## config.mk

```make
export PLATFORM = sky130hd
export DESIGN_NAME = ppu_oam_dma_flat
export DESIGN_NICKNAME = d
export VERILOG_FILES = /design/src/rtl/ppu_oam_dma_if.sv /design/src/rtl/ppu_oam_dma.sv /design/src/flat_wrapper.sv
export SDC_FILE = /design/constraint.sdc
export NUM_CORES = 1
export LEC_CHECK = 0
export BUFFER_PORTS_ARGS = -buffer_cell sky130_fd_sc_hd__buf_4
export CORE_ASPECT_RATIO = 1.25
export CORE_MARGIN = 8
export CORE_UTILIZATION = 43
export CTS_BUF_LIST = sky130_fd_sc_hd__clkbuf_8
export DETAILED_ROUTE_END_ITERATION = 6
export PLACE_DENSITY = 0.72
export SETUP_SLACK_MARGIN = 0.2
export SLEW_MARGIN = 10
export SYNTH_ARGS = -nofsm -noshare
export SYNTH_HDL_FRONTEND = slang
export SYNTH_SLANG_ARGS = --single-unit
```

## constraint.sdc

```tcl
create_clock -name i_cpu_clk -period 3.9 [get_ports i_cpu_clk]
set_input_delay 0.195 -clock i_cpu_clk [delete_from_list [all_inputs] [get_ports i_cpu_clk]]
set_output_delay 0.195 -clock i_cpu_clk [all_outputs]
set_load 0.005 [all_outputs]
```

## src/rtl/ppu_oam_dma_if.sv

```systemverilog
// Bus bundle between the CPU core, the sprite DMA engine and the system bus mux.
// The master modport is the DMA engine's view.
interface ppu_oam_dma_if;
  logic [15:0] bus_addr;
  logic        bus_wn;
  logic [7:0]  bus_wdata;
  logic [7:0]  dma_rdata;
  logic        cpu_halt;
  logic        dma_active;
  logic [15:0] dma_addr;
  logic        dma_wn;
  logic [7:0]  dma_wdata;
  logic        dma_done;

  modport master (
    input  bus_addr, bus_wn, bus_wdata, dma_rdata,
    output cpu_halt, dma_active, dma_addr, dma_wn, dma_wdata, dma_done
  );

  modport slave (
    output bus_addr, bus_wn, bus_wdata, dma_rdata,
    input  cpu_halt, dma_active, dma_addr, dma_wn, dma_wdata, dma_done
  );
endinterface

```

## src/rtl/ppu_oam_dma.sv

```systemverilog
// Sprite DMA engine: a CPU write to $4014 halts the CPU and copies page $NN00-$NNFF into OAM
// through alternating bus-read / OAMDATA-write cycles.
module ppu_oam_dma #(
  parameter logic [15:0] P_DMA_REG = 16'h4014,
  parameter logic [15:0] P_OAMDATA = 16'h2004
) (
  input logic           i_cpu_clk,
  input logic           i_cpu_rstn,
  ppu_oam_dma_if.master bus
);

  typedef enum logic [2:0] {StIdle, StHalt, StAlign, StRead, StWrite} state_e;

  state_e     state_q, state_d;
  logic       odd_q;
  logic [7:0] page_q, page_d;
  logic [7:0] idx_q, idx_d;
  logic [7:0] data_q, data_d;
  logic       done_q, done_d;
  logic       trigger;

  // Writes to the trigger register outside IDLE are ignored, so no restart path exists.
  assign trigger = (state_q == StIdle) && (bus.bus_addr == P_DMA_REG) && !bus.bus_wn;

  always_ff @(posedge i_cpu_clk or negedge i_cpu_rstn) begin
    if (!i_cpu_rstn) begin
      state_q <= StIdle;
      odd_q   <= 1'b0;
      page_q  <= 8'h00;
      idx_q   <= 8'h00;
      data_q  <= 8'h00;
      done_q  <= 1'b0;
    end else begin
      state_q <= state_d;
      odd_q   <= ~odd_q;
      page_q  <= page_d;
      idx_q   <= idx_d;
      data_q  <= data_d;
      done_q  <= done_d;
    end
  end

  always_comb begin
    state_d = state_q;
    page_d  = page_q;
    idx_d   = idx_q;
    data_d  = data_q;
    done_d  = 1'b0;
    unique case (state_q)
      StIdle: begin
        if (trigger) begin
          page_d  = bus.bus_wdata;
          idx_d   = 8'h00;
          state_d = StHalt;
        end
      end
      // An odd HALT cycle means the following cycle is even, so READ can start directly.
      StHalt:  state_d = odd_q ? StRead : StAlign;
      StAlign: state_d = StRead;
      StRead: begin
        data_d  = bus.dma_rdata;
        state_d = StWrite;
      end
      StWrite: begin
        if (idx_q == 8'hFF) begin
          state_d = StIdle;
          done_d  = 1'b1;
        end else begin
          idx_d   = idx_q + 8'h01;
          state_d = StRead;
        end
      end
      default: state_d = StIdle;
    endcase
  end

  always_comb begin
    bus.cpu_halt   = (state_q != StIdle);
    bus.dma_active = 1'b0;
    bus.dma_addr   = 16'h0000;
    bus.dma_wn     = 1'b1;
    bus.dma_wdata  = 8'h00;
    bus.dma_done   = done_q;
    unique case (state_q)
      StRead: begin
        bus.dma_active = 1'b1;
        bus.dma_addr   = {page_q, idx_q};
      end
      StWrite: begin
        bus.dma_active = 1'b1;
        bus.dma_addr   = P_OAMDATA;
        bus.dma_wn     = 1'b0;
        bus.dma_wdata  = data_q;
      end
      default: ;
    endcase
  end

endmodule

```

## src/flat_wrapper.sv

```systemverilog
// flat-port wrapper written by rule: the top's interface ports become plain ports
module ppu_oam_dma_flat 
#(
  parameter logic [15:0] P_DMA_REG = 16'h4014,
  parameter logic [15:0] P_OAMDATA = 16'h2004
)
  (i_cpu_clk, i_cpu_rstn, bus_bus_addr, bus_bus_wn, bus_bus_wdata, bus_dma_rdata, bus_cpu_halt, bus_dma_active, bus_dma_addr, bus_dma_wn, bus_dma_wdata, bus_dma_done);
  ppu_oam_dma_if bus_i ();
  input logic i_cpu_clk;
  input logic i_cpu_rstn;
  input wire logic [$bits(bus_i.bus_addr)-1:0] bus_bus_addr;
  input wire logic [$bits(bus_i.bus_wn)-1:0] bus_bus_wn;
  input wire logic [$bits(bus_i.bus_wdata)-1:0] bus_bus_wdata;
  input wire logic [$bits(bus_i.dma_rdata)-1:0] bus_dma_rdata;
  output wire logic [$bits(bus_i.cpu_halt)-1:0] bus_cpu_halt;
  output wire logic [$bits(bus_i.dma_active)-1:0] bus_dma_active;
  output wire logic [$bits(bus_i.dma_addr)-1:0] bus_dma_addr;
  output wire logic [$bits(bus_i.dma_wn)-1:0] bus_dma_wn;
  output wire logic [$bits(bus_i.dma_wdata)-1:0] bus_dma_wdata;
  output wire logic [$bits(bus_i.dma_done)-1:0] bus_dma_done;
  assign bus_i.bus_addr = bus_bus_addr;
  assign bus_i.bus_wn = bus_bus_wn;
  assign bus_i.bus_wdata = bus_bus_wdata;
  assign bus_i.dma_rdata = bus_dma_rdata;
  assign bus_cpu_halt = bus_i.cpu_halt;
  assign bus_dma_active = bus_i.dma_active;
  assign bus_dma_addr = bus_i.dma_addr;
  assign bus_dma_wn = bus_i.dma_wn;
  assign bus_dma_wdata = bus_i.dma_wdata;
  assign bus_dma_done = bus_i.dma_done;
  ppu_oam_dma #(.P_DMA_REG(P_DMA_REG), .P_OAMDATA(P_OAMDATA)) u_core (.i_cpu_clk(i_cpu_clk), .i_cpu_rstn(i_cpu_rstn), .bus(bus_i));
endmodule
```

==> impl_metrics.py <==
metrics = {
    "timing": {
        "fin_setup_tns_ns": 0,
        "final_hold_viol_count": 0,
        "skew_ns": 0.00284,
        "setup_violations": 0,
        "fin_crit_ns": 2.34,
        "period_share": 0.599,
        "fmax_ghz": 0.428,
        "grt_setup_unrepaired": "false",
        "worst_pin_slew_ns": 0.530,
        "slew_headroom": 0.645,
        "slew_violations": 0,
    },
    "synth": {
        "yosysMostFrequentCell": "dfrtp_1",
        "synth.area.top_cells": "dfrtp_1 49%, mux2_2 12%, and2_1 7.7%",
        "synth_largest_area_cell": "dfrtp_1",
        "synthesis.area_um2": 1470,
        "synth-edff-count": 0,
        "yosysSeqAreaShare": 0.494,
        "ys.flop_type": "dfrtp_1",
        "syn-num-nets": 176,
        "netlist_instances": 140,
        "synth.top_cell.area_share": 0.494,
        "yosys_warnings": 0,
        "async_flop_share": 1.00,
        "yosys-top-cells-count": "29 x dfrtp_1, 18 x and2_1, 16 x mux2_2, 15 x nand2_1, 7 x inv_1",
        "synth-seq-cells": 29,
        "synth_area_per_cell_um2": 10.5,
        "yosysUniqueCellTypes": 35,
    },
    "clocking": {
        "cts_resized": 0,
        "cts_buffer_depth": 2,
        "insertion_delay_ns": 0.28,
        "cts.clk_slew.worst_paths_ns": 0.07,
        "hold_buffers": 1,
        "post_cts_buffers": 0,
        "cts_tree": "done",
        "cts_buffers": 5,
        "cts.sinks": 29,
        "cts-root-buf": "clkbuf_8",
        "cts-htree-levels": 2,
    },
    "final_layout": {
        "multi_input_area_um2": 694,
        "regArea_um2": 726,
        "antenna_cells": 0,
        "final_cell_area_um2": 2100,
        "area_growth_pct": 42.8,
        "drive_gt1_frac": 0.435,
        "nets": 244,
        "nFillCells": 274,
    },
    "outcome": {
        "status": "finished clean",
    },
    "critical_path": {
        "critical_path_class": "flop to flop",
        "cp-end-kind": "flop",
        "crit_fanout": 10,
        "slowest_stage": "or4b_4",
        "path_cells": "or3_4, or4b_4, nor3_4, mux2_2",
        "slowest_delay_ns": 0.52,
        "arrival_ns": 2.50,
        "r2r_slack_ns": 1.56,
        "critPathLaunchType": "flop",
        "crit_required_ns": 4.06,
    },
    "grt": {
        "grt-busiest-layer": "met2",
        "grt_pass1_wl_um": 6240,
        "grt_pass1_vias": 1421,
        "antenna_found_initial": 0,
        "grt_util_all_layers": 0.148,
        "grtUsageMet3": 0.0550,
        "grt_max_degree": 30,
        "overflow": 0,
        "grt_use_met2": 0.262,
        "met1_usage": 0.148,
    },
    "route": {
        "wl_per_cell_um": 16.1,
        "routed_wl_um": 3960,
        "drc": 0,
        "drt_pass1_iterations": 4,
        "avgViaCountPerCell": 5.27,
        "via_count": 1297,
        "ant_nets": 0,
        "drt_first_iter_violations": 127,
    },
    "floorplan": {
        "die_y_um": 81.3,
        "io_pins": 63,
        "dieWidth_um": 68.3,
        "die_area_um2": 5550,
        "start_util": 0.452,
        "num_rows": 23,
        "core_region_area_um2": 3250,
    },
    "place": {
        "dp_hpwl_um": 3010,
        "globalplace.congestion": 0.891,
        "placed_area_um2": 1970,
        "port_buffers": 62,
    },
    "power": {
        "vdd_drop_max_v": 0.000426,
        "fin_total_pwr_uw": 1330,
        "cellPowerDensity_nw_per_um2": 635,
        "power.leakage_uw": 0.00104,
    },
    "flow_run": {
        "cap_viol_max_count": 0,
    },
    "worst_hold_path": {
        "hold_path.class": "input port to flop",
    },
}
[per-stage QoR]
stage / utilization / hold slack, ns / worst slack [ns] / std cells
3_5_place_dp: 0.607 / 0.142 / 1.59 / 237
4_1_cts: 0.645 / 0.133 / 1.57 / 246
5_1_grt: 0.645 / 0.132 / 1.48 / 246
6_report: 0.645 / 0.144 / 1.56 / 246
3_3_place_gp: 0.607 / 0.137 / 1.63 / 237
2_1_floorplan: - / -0.101 / 1.72 / 140
[routing by layer]
metal / routed length [um] / share of wire
met2: 2180 / 0.55
met3: 269 / 0.068
met1: 1500 / 0.38
met4: 21 / 0.0053
met5: 0 / 0
[cell type report]
type	count	share of cell area
clock buffer	5	0.0328
sequential	29	0.346
inverter	7	0.0125
tap	37	0.0221
multi-input combinational	100	0.331
timing repair buffer	65	0.234
clock inverter	3	0.0221
[placed cells by master, fill, tap and decap left out, types with 4 or more instances in the layout]
| master | netlist | routed |
|---|---|---|
| and2_1 | 18 | 18 |
| buf_4 | 0 | 64 |
| clkbuf_8 | 0 | 5 |
| dfrtp_1 | 29 | 29 |
| inv_1 | 7 | 7 |
| mux2_2 | 16 | 16 |
| nand2_1 | 15 | 15 |
| nand3_1 | 6 | 6 |
| nor3_1 | 4 | 4 |
| o21ai_0 | 6 | 6 |
[flip-flops by register name (all words and copies together) (netlist names)]
name                 flops
u_core.state_q           3
u_core.idx_q             8
u_core.data_q            8
u_core.page_q            8
u_core.odd_q             1
u_core.bus.dma_done      1
[worst max-delay path, delay by kind of cell (launching register included)]
family	cells	cell delay, ns
mux	1	0.40
flops	1	0.48
simple gates	3	1.34
[power breakdown]
part / internal, uW / leakage, uW / switching (uW) / total [uW]
combinational: 271 / 0.000633 / 252 / 523
clock: 191 / 0.0000543 / 122 / 313
sequential: 401 / 0.000353 / 94.4 / 495
[cell families after synthesis]
logic type	after synthesis	share of synthesized area
AOI/OAI and AO/OA	20	0.0903
xor gates and xnor gates	1	0.00596
adders and majority gates	1	0.00852
buffers and inverters	11	0.0332
DFF	29	0.494
muxes	17	0.129
and+or+nand+nor	61	0.239
[worst paths after layout]
check,startpoint,endpoint,cells after the start
setup reg to reg,u_core.state_q[2]$_DFFE_PN0P_,u_core.page_q[3]$_DFFE_PN0P_,4
hold / removal,bus_dma_rdata[3],u_core.data_q[3]$_DFFE_PN0N_,2
max in group asynchronous,i_cpu_rstn,u_core.page_q[1]$_DFFE_PN0P_,2
setup / recovery,u_core.state_q[2]$_DFFE_PN0P_,u_core.page_q[3]$_DFFE_PN0P_,4
hold reg to reg,u_core.odd_q$_DFF_PN0_,u_core.odd_q$_DFF_PN0_,1
min in group asynchronous,i_cpu_rstn,u_core.idx_q[5]$_DFFE_PN0P_,2
No activity file was read; power rests on OpenSTA's default activity.
